**src/rtl/vmask_pkg.sv**
```systemverilog
// Shared types and constants for the vector mask-reduction sequencer.
package vmask_pkg;

  typedef enum logic [1:0] {
    ST_IDLE,
    ST_READ,
    ST_WAIT,
    ST_DONE
  } state_e;

  localparam logic OP_POPC  = 1'b0;
  localparam logic OP_FIRST = 1'b1;

  localparam logic [31:0] FF_NONE = 32'hFFFF_FFFF;

endpackage

```
**src/rtl/vmask_tail_mask.sv**
```systemverilog
// Tail mask for the last mask chunk: keeps bits below vl mod DATA_WIDTH.
// Combinational; all-ones when not the last chunk or when the remainder is zero.
module vmask_tail_mask #(
  parameter int DATA_WIDTH = 32,
  parameter int LOG_DW     = $clog2(DATA_WIDTH)
) (
  input  logic [LOG_DW-1:0]     rem_i,
  input  logic                  last_i,
  output logic [DATA_WIDTH-1:0] mask_o
);

  always_comb begin
    mask_o = '1;
    if (last_i && (rem_i != '0)) begin
      mask_o = ~({DATA_WIDTH{1'b1}} << rem_i);
    end
  end

endmodule

```
**src/rtl/vmask_popc_ctrl.sv**
```systemverilog
// Mask-reduction sequencer: walks a mask register chunk by chunk, popcounts (or, with
// VMASK_VFIRST_EN, finds the first set bit) and returns a scalar over valid/ready.
module vmask_popc_ctrl
  import vmask_pkg::*;
#(
  parameter int DATA_WIDTH = 32,
  parameter int VLEN_MAX   = 1024,
  parameter int ADDR_W     = 8,
  parameter int CNT_W      = $clog2(VLEN_MAX) + 1
) (
  input  logic                  clk_i,
  input  logic                  resetn_i,
  input  logic                  req_valid_i,
  output logic                  req_ready_o,
  input  logic                  op_i,
  input  logic [CNT_W-1:0]      vl_i,
  input  logic [ADDR_W-1:0]     base_addr_i,
  input  logic                  flush_i,
  output logic                  rd_req_o,
  output logic [ADDR_W-1:0]     rd_addr_o,
  input  logic                  rd_valid_i,
  input  logic [DATA_WIDTH-1:0] rd_data_i,
  output logic                  res_valid_o,
  input  logic                  res_ready_i,
  output logic [31:0]           res_data_o,
  output logic                  busy_o
);

  localparam int LOG_DW = $clog2(DATA_WIDTH);

  state_e                state_q, state_d;
  logic [CNT_W-1:0]      vl_q, vl_d, idx_q, idx_d, acc_q, acc_d;
  logic [ADDR_W-1:0]     base_q, base_d, rd_addr_q, rd_addr_d;
  logic [31:0]           res_q, res_d;
  logic [CNT_W-1:0]      last_idx;
  logic                  last_chunk;
  logic                  fin;
  logic [31:0]           res_nxt;
  logic [DATA_WIDTH-1:0] tail_mask, chunk;

`ifdef VMASK_VFIRST_EN
  logic op_q, op_d;

  function automatic logic [LOG_DW-1:0] first_set(input logic [DATA_WIDTH-1:0] d);
    first_set = '0;
    for (int i = DATA_WIDTH - 1; i >= 0; i--) begin
      if (d[i]) first_set = LOG_DW'(i);
    end
  endfunction
`else
  logic op_unused;
  assign op_unused = op_i;
`endif

  function automatic logic [CNT_W-1:0] popcnt(input logic [DATA_WIDTH-1:0] d);
    popcnt = '0;
    for (int i = 0; i < DATA_WIDTH; i++) popcnt = popcnt + CNT_W'(d[i]);
  endfunction

  assign last_idx   = (vl_q - CNT_W'(1)) >> LOG_DW;
  assign last_chunk = (idx_q == last_idx);

  vmask_tail_mask #(.DATA_WIDTH(DATA_WIDTH), .LOG_DW(LOG_DW)) u_tail (
    .rem_i  (vl_q[LOG_DW-1:0]),
    .last_i (last_chunk),
    .mask_o (tail_mask)
  );

  assign chunk = rd_data_i & tail_mask;

  always_comb begin
    state_d   = state_q;
    vl_d      = vl_q;
    idx_d     = idx_q;
    acc_d     = acc_q;
    base_d    = base_q;
    rd_addr_d = rd_addr_q;
    res_d     = res_q;
    fin       = 1'b0;
    res_nxt   = '0;
`ifdef VMASK_VFIRST_EN
    op_d      = op_q;
`endif
    case (state_q)
      ST_IDLE: begin
        if (req_valid_i) begin
`ifdef VMASK_VFIRST_EN
          op_d = op_i;
`endif
          vl_d   = vl_i;
          base_d = base_addr_i;
          idx_d  = '0;
          acc_d  = '0;
          if (vl_i == '0) begin
            state_d = ST_DONE;
            res_d   = '0;
          end else begin
            state_d   = ST_READ;
            rd_addr_d = base_addr_i;
          end
        end
      end
      ST_READ: state_d = ST_WAIT;
      ST_WAIT: begin
        if (rd_valid_i) begin
          acc_d   = acc_q + popcnt(chunk);
          fin     = last_chunk;
          res_nxt = 32'(acc_d);
`ifdef VMASK_VFIRST_EN
          // find-first stops at the first chunk holding a set bit
          if (op_q == OP_FIRST) begin
            fin     = last_chunk || (|chunk);
            res_nxt = (|chunk) ? ((32'(idx_q) << LOG_DW) | 32'(first_set(chunk))) : FF_NONE;
          end
`endif
          if (fin) begin
            state_d = ST_DONE;
            res_d   = res_nxt;
          end else begin
            idx_d     = idx_q + CNT_W'(1);
            rd_addr_d = base_q + ADDR_W'(idx_d);
            state_d   = ST_READ;
          end
        end
      end
      ST_DONE: if (res_ready_i) state_d = ST_IDLE;
      default: state_d = ST_IDLE;
    endcase
    if (flush_i) begin
      state_d = ST_IDLE;
      acc_d   = '0;
      idx_d   = '0;
    end
  end

  always_ff @(posedge clk_i or negedge resetn_i) begin
    if (!resetn_i) begin
      state_q   <= ST_IDLE;
      vl_q      <= '0;
      idx_q     <= '0;
      acc_q     <= '0;
      base_q    <= '0;
      rd_addr_q <= '0;
      res_q     <= '0;
`ifdef VMASK_VFIRST_EN
      op_q      <= OP_POPC;
`endif
    end else begin
      state_q   <= state_d;
      vl_q      <= vl_d;
      idx_q     <= idx_d;
      acc_q     <= acc_d;
      base_q    <= base_d;
      rd_addr_q <= rd_addr_d;
      res_q     <= res_d;
`ifdef VMASK_VFIRST_EN
      op_q      <= op_d;
`endif
    end
  end

  assign req_ready_o = (state_q == ST_IDLE);
  assign rd_req_o    = (state_q == ST_READ);
  assign res_valid_o = (state_q == ST_DONE);
  assign busy_o      = (state_q != ST_IDLE);
  assign rd_addr_o   = rd_addr_q;
  assign res_data_o  = res_q;

endmodule

```
**config.mk**
```make
export PLATFORM = sky130hd
export DESIGN_NAME = vmask_popc_ctrl
export DESIGN_NICKNAME = d
export VERILOG_FILES = /design/src/rtl/vmask_pkg.sv /design/src/rtl/vmask_tail_mask.sv /design/src/rtl/vmask_popc_ctrl.sv
export SDC_FILE = /design/constraint.sdc
export NUM_CORES = 1
export LEC_CHECK = 0
export BUFFER_PORTS_ARGS = -buffer_cell sky130_fd_sc_hd__buf_2
export CORE_UTILIZATION = 58
export CTS_BUF_LIST = sky130_fd_sc_hd__clkbuf_4
export DETAILED_ROUTE_END_ITERATION = 8
export PLACE_DENSITY_LB_ADDON = 0.2
export SLEW_MARGIN = 30
export SYNTH_ARGS = -nofsm -noshare
export SYNTH_HDL_FRONTEND = slang
export SYNTH_SLANG_ARGS = --single-unit
```
**constraint.sdc**
```tcl
create_clock -name clk_i -period 8.7 [get_ports clk_i]
set_input_delay 0.435 -clock clk_i [delete_from_list [all_inputs] [get_ports clk_i]]
set_output_delay 0.435 -clock clk_i [all_outputs]
set_load 0.03 [all_outputs]
```
==> report_table.html, run 1 <==
<table>
<tr><th>Metric</th><th>Value</th></tr>
<tr><th colspan="2">Status</th></tr>
<tr><td>Outcome</td><td>finished clean</td></tr>
<tr><th colspan="2">Routing</th></tr>
<tr><td>Detailed-route wire length</td><td>11,600 µm</td></tr>
<tr><td>Number of detailed-route iterations in the first pass</td><td>5</td></tr>
<tr><td>Violation count after the first detailed-routing iteration</td><td>198</td></tr>
<tr><td>Routed via count</td><td>4,234</td></tr>
<tr><td>WL per Instance</td><td>15.8 µm</td></tr>
<tr><td>Per-cell via count in the routed design</td><td>5.78</td></tr>
<tr><td>Number of antenna-violating nets in the routed design</td><td>0</td></tr>
<tr><td>Number of remaining DRC errors</td><td>0</td></tr>
<tr><th colspan="2">Synth</th></tr>
<tr><td>Synth Cell Area</td><td>5040 µm²</td></tr>
<tr><td>Netlist cell types</td><td>59</td></tr>
<tr><td>Syn. warnings</td><td>0</td></tr>
<tr><td>Avg Synthesized Cell Area</td><td>9.02 µm²</td></tr>
<tr><td>Fraction of post-synthesis cell area in the top cell type by area</td><td>0.308</td></tr>
<tr><td>Number of synthesized flops with an enable pin</td><td>0</td></tr>
<tr><td>Synth async-reset ratio</td><td>1.00</td></tr>
<tr><td>Top cells by area, synth</td><td>dfrtp_1 31%, fa_1 11%, ha_1 5.7%</td></tr>
<tr><td>Synthesized flop and latch total</td><td>62</td></tr>
<tr><td>Post-synthesis instance total</td><td>559</td></tr>
<tr><td>Sequential element share of the synthesized area</td><td>0.308</td></tr>
<tr><td>Primary FF master, synth</td><td>dfrtp_1</td></tr>
<tr><td>Library cell with the largest summed area after synthesis</td><td>dfrtp_1</td></tr>
<tr><th colspan="2">Timing</th></tr>
<tr><td>Max_slew headroom</td><td>0.443</td></tr>
<tr><td>Clock skew after layout</td><td>0.0287 ns</td></tr>
<tr><td>Number of failing hold endpoints at the final stage</td><td>0</td></tr>
<tr><td>RSZ-0062 raised after global routing</td><td>false</td></tr>
<tr><td>Final setup violation count</td><td>0</td></tr>
<tr><td>Part of the cycle the worst path needs</td><td>0.914</td></tr>
<tr><td>Sum of negative setup slack</td><td>0 ns</td></tr>
<tr><td>Fmax</td><td>126 MHz</td></tr>
<tr><td>Final worst path period need</td><td>7.95 ns</td></tr>
<tr><td>Worst Max-Slew Pin Slew</td><td>0.833 ns</td></tr>
<tr><td>Count of pins over their slew limit</td><td>0</td></tr>
<tr><th colspan="2">Layout</th></tr>
<tr><td>Finished Cell Area</td><td>5530 µm²</td></tr>
<tr><td>Most common cell after layout, fill and taps aside</td><td>buf_2</td></tr>
<tr><td>Final cell count without fillers</td><td>732</td></tr>
<tr><td>Area delta synth-&gt;final</td><td>9.75%</td></tr>
<tr><td>Fraction of final layout cells with drive strength greater than 1</td><td>0.203</td></tr>
<tr><td>Number of nets in the final layout</td><td>730</td></tr>
<tr><td>Antenna diode count</td><td>0</td></tr>
<tr><td>Most frequent cells in the layout</td><td>79 x buf_2, 66 x nand2_1, 62 x dfrtp_1</td></tr>
<tr><td>Filler Cell Count</td><td>707</td></tr>
<tr><th colspan="2">Power and ir drop</th></tr>
<tr><td>Cell internal pwr</td><td>855 µW</td></tr>
<tr><td>Leak pwr</td><td>0.00276 µW</td></tr>
<tr><td>Power Dens Cells</td><td>302 nW/µm²</td></tr>
<tr><td>Share of power burned in the clock network</td><td>0.123</td></tr>
<tr><td>Reg power frac</td><td>0.230</td></tr>
<tr><td>Combinational power share</td><td>0.647</td></tr>
<tr><td>Highest ir drop seen on vdd</td><td>0.000394 V</td></tr>
<tr><td>Net switching component of the power</td><td>816 µW</td></tr>
<tr><td>Switching power share of the total</td><td>0.488</td></tr>
<tr><td>Design Power</td><td>1670 µW</td></tr>
<tr><th colspan="2">Flow run</th></tr>
<tr><td>Max capacitance violation total</td><td>0</td></tr>
<tr><th colspan="2">Place</th></tr>
<tr><td>Port Buffers</td><td>79</td></tr>
<tr><td>Placed Area</td><td>5390 µm²</td></tr>
<tr><td>Instance count after placement with tap cells included</td><td>716</td></tr>
<tr><td>HPWL after detailed placement</td><td>8640 µm</td></tr>
<tr><td>Final weighted congestion in routability-driven placement</td><td>0.886</td></tr>
<tr><th colspan="2">Min path</th></tr>
<tr><td>Worst hold path class</td><td>in -&gt; async</td></tr>
<tr><th colspan="2">Setup path</th></tr>
<tr><td>Cell repeated most along the worst path</td><td>fa_1</td></tr>
<tr><td>Worst endpoint data arrival time</td><td>8.26 ns</td></tr>
<tr><td>Critical R2R Launch</td><td>vl_q[4]</td></tr>
<tr><td>Kind of cell with the highest combined delay on the critical path</td><td>adder cells</td></tr>
<tr><td>CP startpoint</td><td>vl_q[4]</td></tr>
<tr><td>Maximum cell stage delay along the critical path</td><td>0.54 ns</td></tr>
<tr><td>Required time of the worst setup path</td><td>9.01 ns</td></tr>
<tr><td>Largest fanout on the critical path</td><td>13</td></tr>
<tr><td>CP Buf/Inv Count</td><td>3</td></tr>
<tr><td>Crit path max-delay cell type</td><td>dfrtp_1</td></tr>
<tr><td>Sort of element at the end of the critical path</td><td>register</td></tr>
<tr><td>Path type of the worst setup path</td><td>reg -&gt; reg</td></tr>
<tr><td>Element type at the critical path start</td><td>register</td></tr>
<tr><th colspan="2">GRT</th></tr>
<tr><td>Vias in the first global route</td><td>4,126</td></tr>
<tr><td>Residual overflow from global routing</td><td>0</td></tr>
<tr><td>First-pass GRT wire length</td><td>19,300 µm</td></tr>
<tr><td>Gr usage total</td><td>0.277</td></tr>
<tr><td>Pin count of the biggest net entering global routing</td><td>63</td></tr>
<tr><td>Number of antenna violations at the first check in global routing</td><td>0</td></tr>
<tr><th colspan="2">Clock tree</th></tr>
<tr><td># Post-CTS Setup Buffers</td><td>0</td></tr>
<tr><td>Worst-path clk slew</td><td>0.12 ns</td></tr>
<tr><td>Clock Path Buffers</td><td>2</td></tr>
<tr><td>Clock tree from TritonCTS</td><td>done</td></tr>
<tr><td>Root buffer cell</td><td>clkbuf_4</td></tr>
<tr><td>Inserted Clock Buffers</td><td>9</td></tr>
<tr><td>Hold-fix buffers at CTS</td><td>0</td></tr>
<tr><td>Number of sinks handled by clock tree synthesis</td><td>62</td></tr>
<tr><td>Quantity of gates resized following cts</td><td>0</td></tr>
<tr><td>Total number of H-tree levels</td><td>3</td></tr>
<tr><td>Clock insertion delay at the later pin of the skew report</td><td>0.42 ns</td></tr>
<tr><th colspan="2">Die</th></tr>
<tr><td>Core outline area</td><td>8300 µm²</td></tr>
<tr><td>Ports placed on the boundary</td><td>102</td></tr>
<tr><td>Die ar.</td><td>9070 µm²</td></tr>
<tr><td>Row count</td><td>33</td></tr>
<tr><td>DIE WIDTH</td><td>95.2 µm</td></tr>
<tr><td>Effective utilization at floorplan</td><td>0.608</td></tr>
<tr><td>Die Height</td><td>95.2 µm</td></tr>
</table>
state kept, by name, summed over array words and instances, names as in the netlist:
name / cells
acc_q: 11
base_q: 8
idx_q: 11
rd_addr_o: 8
res_data_o: 11
state_q: 2
vl_q: 11
cells in the mapped netlist, drive strengths merged (8+ instances only):
cell / n
nor2b: 10
a21oi: 19
o21ai: 36
nand2: 68
nor2: 40
mux2: 20
o31ai: 10
fa: 27
nor3: 12
buf: 28
ha: 23
o211ai: 8
nand3: 16
inv: 40
xnor2: 16
dfrtp: 62
mux2i: 11
clkbuf: 22
xor2: 16
layout make-up:
type                       instances  area (µm²)  share of cell area
timing repair buffer              82         418              0.0755
sequential                        62        1550               0.280
tap                              105         131              0.0237
clock buffer                       9        67.6              0.0122
multi-input combinational        427        3140               0.568
clock inverter                     7        72.6              0.0131
inverter                          40         150              0.0271
routing by layer:
| metal | GRT usage | wire length [µm] | part of all wire |
|---|---|---|---|
| met3 | 0.0574 | 703 | 0.061 |
| met2 | 0.446 | 5530 | 0.48 |
| met4 | 0.0770 | 104 | 0.0090 |
| met1 | 0.378 | 5220 | 0.45 |
| met5 | 0 | 0 | 0 |
metrics by stage:
step | hold slack [ns] | setup slack [ns] | utilization
after floorplan | 0.139 | 1.70 | -
after global placement | 0.468 | 0.855 | 0.649
after detailed placement | 0.477 | 0.762 | 0.649
after CTS | 0.196 | 0.767 | 0.666
after global routing | 0.225 | 0.299 | 0.667
final | 0.181 | 0.752 | 0.667
power by group through the flow:
stage | registers [µW] | clock network, µW | logic [µW]
2_1_floorplan | 398 | 0 | 798
3_3_place_gp | 386 | 0 | 1040
3_5_place_dp | 389 | 0 | 1060
4_1_cts | 383 | 209 | 1080
5_1_grt | 391 | 223 | 1220
6_report | 384 | 206 | 1080
worst register-to-register path: cells and delay by family (launching register included):
family | cells | cell delay (ns)
compound gates | 6 | 1.48
xor+xnor | 1 | 0.16
simple gates | 6 | 1.48
fa+ha+maj | 8 | 3.74
mux | 1 | 0.29
flops | 1 | 0.54
buf+inv | 3 | 0.20
final timing paths:
| check | end | cells past startpoint | slack (ns) |
|---|---|---|---|
| max reg2reg | res_data_o[10] | 25 | 0.75 |
| min | rd_addr_o[3] | 2 | 0.18 |
| min in group clk_i | state_q[0] | 2 | 0.26 |
| min reg2reg | acc_q[5] | 2 | 0.50 |
| max | res_data_o[10] | 25 | 0.75 |
| max in group asynchronous | idx_q[9] | 2 | 7.98 |
cells by family after synthesis:
logic type | synth area share
xor gates and xnor gates | 0.0556
and+or+nand+nor | 0.181
buffers and inverters | 0.0861
DFF | 0.308
AOI/OAI and AO/OA | 0.137
muxes | 0.0672
adders and majority gates | 0.164
other | 0.000744
No activity file was read; power rests on OpenSTA's default activity.
==> run 2: changes to the inputs <==
--- a/config.mk
+++ b/config.mk
@@ -5,10 +5,12 @@
 export SDC_FILE = /design/constraint.sdc
 export NUM_CORES = 1
 export LEC_CHECK = 0
+export ABC_AREA = 1
 export BUFFER_PORTS_ARGS = -buffer_cell sky130_fd_sc_hd__buf_2
 export CORE_UTILIZATION = 58
 export CTS_BUF_LIST = sky130_fd_sc_hd__clkbuf_4
 export DETAILED_ROUTE_END_ITERATION = 8
+export MAX_ROUTING_LAYER = met4
 export PLACE_DENSITY_LB_ADDON = 0.2
 export SLEW_MARGIN = 30
 export SYNTH_ARGS = -nofsm -noshare
==> run 2 against run 1 <==
Effect of this change: clock power rose by 35%; design area rose by 5.4%; sequential cell count unchanged; largest cell class unchanged; highest routed layer unchanged.
==> report_table.html, run 2 <==
<table>
<tr><th>Metric</th><th>Value</th></tr>
<tr><th colspan="2">Status</th></tr>
<tr><td>Outcome</td><td>finished clean</td></tr>
<tr><th colspan="2">Setup path</th></tr>
<tr><td>Path type of the worst setup path</td><td>reg -&gt; reg</td></tr>
<tr><td>Element type at the critical path start</td><td>register</td></tr>
<tr><td>Maximum cell stage delay along the critical path</td><td>0.57 ns (+0.03 ns)</td></tr>
<tr><td>CP startpoint</td><td>vl_q[3]</td></tr>
<tr><td>Crit path max-delay cell type</td><td>fa_1</td></tr>
<tr><td>Largest fanout on the critical path</td><td>13 (unchanged)</td></tr>
<tr><td>CP Buf/Inv Count</td><td>5 (+2)</td></tr>
<tr><td>Cell repeated most along the worst path</td><td>fa_1</td></tr>
<tr><td>Sort of element at the end of the critical path</td><td>register</td></tr>
<tr><td>Required time of the worst setup path</td><td>9.06 ns (+0.05 ns)</td></tr>
<tr><td>Kind of cell with the highest combined delay on the critical path</td><td>adder cells</td></tr>
<tr><td>Critical R2R Launch</td><td>vl_q[3]</td></tr>
<tr><td>Worst endpoint data arrival time</td><td>7.57 ns (-0.69 ns)</td></tr>
<tr><th colspan="2">Power and ir drop</th></tr>
<tr><td>Design Power</td><td>1340 µW (-20%)</td></tr>
<tr><td>Leak pwr</td><td>0.00326 µW (+18%)</td></tr>
<tr><td>Reg power frac</td><td>0.260 (+0.030)</td></tr>
<tr><td>Combinational power share</td><td>0.532 (-0.115)</td></tr>
<tr><td>Share of power burned in the clock network</td><td>0.208 (+0.085)</td></tr>
<tr><td>Net switching component of the power</td><td>610 µW (-25%)</td></tr>
<tr><td>Highest ir drop seen on vdd</td><td>0.000232 V (-41%)</td></tr>
<tr><td>Power Dens Cells</td><td>229 nW/µm² (-24%)</td></tr>
<tr><td>Cell internal pwr</td><td>727 µW (-15%)</td></tr>
<tr><td>Switching power share of the total</td><td>0.456 (-0.0320)</td></tr>
<tr><th colspan="2">Place</th></tr>
<tr><td>Final weighted congestion in routability-driven placement</td><td>0.902 (+1.8%)</td></tr>
<tr><td>HPWL after detailed placement</td><td>9740 µm (+13%)</td></tr>
<tr><td>Port Buffers</td><td>79 (unchanged)</td></tr>
<tr><th colspan="2">Timing</th></tr>
<tr><td>Final worst hold slack</td><td>0.141 ns (-0.0401 ns)</td></tr>
<tr><td>Clock skew after layout</td><td>0.0165 ns (-0.0122 ns)</td></tr>
<tr><td>Part of the cycle the worst path needs</td><td>0.829 (-0.0850)</td></tr>
<tr><td>Max_slew headroom</td><td>0.370 (-0.0734)</td></tr>
<tr><td>Fmax</td><td>139 MHz (+10%)</td></tr>
<tr><td>Final setup violation count</td><td>0 (unchanged)</td></tr>
<tr><td>Number of failing hold endpoints at the final stage</td><td>0 (unchanged)</td></tr>
<tr><td>Sum of negative setup slack</td><td>0 ns (unchanged)</td></tr>
<tr><td>RSZ-0062 raised after global routing</td><td>false</td></tr>
<tr><td>Final worst path period need</td><td>7.21 ns (-0.740 ns)</td></tr>
<tr><td>Count of pins over their slew limit</td><td>0 (unchanged)</td></tr>
<tr><td>Worst Max-Slew Pin Slew</td><td>0.945 ns (+0.112 ns)</td></tr>
<tr><th colspan="2">Routing</th></tr>
<tr><td>Violation count after the first detailed-routing iteration</td><td>275 (+39%)</td></tr>
<tr><td>Per-cell via count in the routed design</td><td>5.41 (-6.4%)</td></tr>
<tr><td>Detailed-route wire length</td><td>12,700 µm (+10%)</td></tr>
<tr><td>Number of antenna-violating nets in the routed design</td><td>0 (unchanged)</td></tr>
<tr><td>Routed via count</td><td>4,801 (+13%)</td></tr>
<tr><td>Number of detailed-route iterations in the first pass</td><td>5 (unchanged)</td></tr>
<tr><td>Number of remaining DRC errors</td><td>0 (unchanged)</td></tr>
<tr><td>WL per Instance</td><td>14.4 µm (-9.0%)</td></tr>
<tr><th colspan="2">Clock tree</th></tr>
<tr><td>Hold-fix buffers at CTS</td><td>0 (unchanged)</td></tr>
<tr><td>Total number of H-tree levels</td><td>3 (unchanged)</td></tr>
<tr><td># Post-CTS Setup Buffers</td><td>0 (unchanged)</td></tr>
<tr><td>Inserted Clock Buffers</td><td>9 (unchanged)</td></tr>
<tr><td>Number of sinks handled by clock tree synthesis</td><td>62 (unchanged)</td></tr>
<tr><td>Root buffer cell</td><td>clkbuf_4</td></tr>
<tr><td>Quantity of gates resized following cts</td><td>0 (unchanged)</td></tr>
<tr><td>Clock tree from TritonCTS</td><td>done</td></tr>
<tr><td>Clock insertion delay at the later pin of the skew report</td><td>0.43 ns (about the same)</td></tr>
<tr><td>Clock Path Buffers</td><td>2 (unchanged)</td></tr>
<tr><td>Worst-path clk slew</td><td>0.13 ns (about the same)</td></tr>
<tr><th colspan="2">Synth</th></tr>
<tr><td>Fraction of post-synthesis cell area in the top cell type by area</td><td>0.294 (-0.0138)</td></tr>
<tr><td>Synthesized flop and latch total</td><td>62 (unchanged)</td></tr>
<tr><td>Primary FF master, synth</td><td>dfrtp_1</td></tr>
<tr><td>Mux contribution to synthesized area</td><td>0.0192 (-0.0480)</td></tr>
<tr><td>Avg Synthesized Cell Area</td><td>7.50 µm² (-17%)</td></tr>
<tr><td>Sequential element share of the synthesized area</td><td>0.294 (-0.0138)</td></tr>
<tr><td>Top-count cell post-synth</td><td>nand2_1</td></tr>
<tr><td>Main combinational cell family by area after synthesis</td><td>simple AND/OR/NAND/NOR gates</td></tr>
<tr><td>Share of synthesized cell area in and, or, nand and nor gates</td><td>0.296 (+0.115)</td></tr>
<tr><td>Netlist cell types</td><td>41 (-31%)</td></tr>
<tr><td>Number of synthesized flops with an enable pin</td><td>0 (unchanged)</td></tr>
<tr><td>Synth Cell Area</td><td>5280 µm² (+4.7%)</td></tr>
<tr><td>Synthesized-area fraction occupied by adder cells</td><td>0.157 (-0.00736)</td></tr>
<tr><td>Fraction of synthesized cell area in xor and xnor cells</td><td>0.0232 (-0.0324)</td></tr>
<tr><td>Compound-gate portion of the synthesized area</td><td>0.0913 (-0.0460)</td></tr>
<tr><td>Post-synthesis instance total</td><td>704 (+26%)</td></tr>
<tr><td>Synth async-reset ratio</td><td>1.00 (unchanged)</td></tr>
<tr><td>Leading post-synthesis cells by instance count</td><td>175 x nand2_1, 93 x inv_1, 62 x dfrtp_1</td></tr>
<tr><td>Library cell with the largest summed area after synthesis</td><td>dfrtp_1</td></tr>
<tr><td>Top cells by area, synth</td><td>dfrtp_1 29%, nand2_1 12%, fa_1 10%</td></tr>
<tr><td>Syn. warnings</td><td>0 (unchanged)</td></tr>
<tr><th colspan="2">Layout</th></tr>
<tr><td>Most frequent cells in the layout</td><td>174 x nand2_1, 93 x inv_1, 79 x buf_2</td></tr>
<tr><td>Most common cell after layout, fill and taps aside</td><td>nand2_1</td></tr>
<tr><td>Fraction of final layout cells with drive strength greater than 1</td><td>0.164 (-0.0382)</td></tr>
<tr><td>Antenna diode count</td><td>0 (unchanged)</td></tr>
<tr><td>Number of nets in the final layout</td><td>882 (+21%)</td></tr>
<tr><td>Area delta synth-&gt;final</td><td>10.5%</td></tr>
<tr><th colspan="2">GRT</th></tr>
<tr><td>Number of antenna violations at the first check in global routing</td><td>0 (unchanged)</td></tr>
<tr><td>Gr usage total</td><td>0.294 (+0.0175)</td></tr>
<tr><td>Pin count of the biggest net entering global routing</td><td>63 (unchanged)</td></tr>
<tr><td>Vias in the first global route</td><td>4,575 (+11%)</td></tr>
<tr><td>Residual overflow from global routing</td><td>0 (unchanged)</td></tr>
<tr><td>First-pass GRT wire length</td><td>21,800 µm (+13%)</td></tr>
<tr><th colspan="2">Die</th></tr>
<tr><td>Die Height</td><td>97.4 µm (+2.3%)</td></tr>
<tr><td>Effective utilization at floorplan</td><td>0.602 (-0.00520)</td></tr>
<tr><td>Core outline area</td><td>8760 µm² (+5.6%)</td></tr>
<tr><td>Row count</td><td>34 (+3.0%)</td></tr>
<tr><td>Die ar.</td><td>9490 µm² (+4.6%)</td></tr>
<tr><td>Ports placed on the boundary</td><td>102 (unchanged)</td></tr>
<tr><td>DIE WIDTH</td><td>97.4 µm (+2.3%)</td></tr>
<tr><th colspan="2">Min path</th></tr>
<tr><td>Worst hold path class</td><td>in -&gt; async</td></tr>
<tr><th colspan="2">Flow run</th></tr>
<tr><td>Max capacitance violation total</td><td>0 (unchanged)</td></tr>
</table>
[run 2: cell count changes in the layout (fill, tap and decap cells not counted), sizes merged, moves of 10 or more]
cell   change
nand2    +112
inv       +61
nand3     +41
nand4     +25
nor2      +25
xnor2     -13
mux2      -11
mux2i     -11
a21oi     +10
nor2b     -10
[run 2: cell families after synthesis]
group                      after synthesis
DFF                                     62
other                                    1
AOI/OAI and AO/OA                       86
xor gates and xnor gates                14
and+or+nand+nor                        342
adders and majority gates               50
muxes                                    9
buffers and inverters                  140
[run 2: power by group through the flow]
stage	logic [µW]	registers [µW]	clock network [µW]
floorplan	521	375	0
global placement	692	352	0
detailed placement	712	353	0
CTS	718	347	281
global route	830	352	295
finish	711	348	278
[run 2: per-stage QoR]
step | worst slack (ns) | std cells | utilization | cell area, µm²
after global placement | 1.70 | 871 | 0.643 | 5640
after floorplan | 2.21 | 724 | - | 5350
final | 1.49 | 887 | 0.666 | 5840
after global routing | 0.881 | 887 | 0.666 | 5840
after CTS | 1.47 | 887 | 0.666 | 5840
after detailed placement | 1.56 | 871 | 0.644 | 5640
[run 2: layout make-up]
type	count	area, µm²
Timing Repair Buffer	80	403
Fill cell	775	2930
Tap cell	108	135
Inverter	99	372
Clock inverter	7	128
Multi-Input combinational cell	522	3180
Clock buffer	9	67.6
Sequential cell	62	1550
[run 2: final timing paths]
check	end	slack, ns	depth (start not counted)
worst max-delay path	res_data_o[10]	1.49	28
worst min-delay path	vl_q[8]	0.14	2
worst max register to register	res_data_o[10]	1.49	28
worst min register to register	rd_addr_o[2]	0.49	2
max in group asynchronous	idx_q[9]	8.03	2
min in group clk_i	state_q[0]	0.22	2
[run 2: worst register-to-register path, delay by kind of cell, from the launching register on]
kind,cells,cell delay [ns]
buf+inv,5,0.30
flops,1,0.52
simple gates,10,1.59
compound gates,5,1.02
fa+ha+maj,8,3.71
[run 2: layer usage]
| layer | up-vias | track usage | share of wire |
|---|---|---|---|
| met3 | 24 | 0.0626 | 0.068 |
| met5 | - | - | 0 |
| met4 | 0 | 0.0701 | 0.014 |
| met1 | 2208 | 0.420 | 0.47 |
| li1 | 2380 | - | - |
| met2 | 189 | 0.432 | 0.45 |
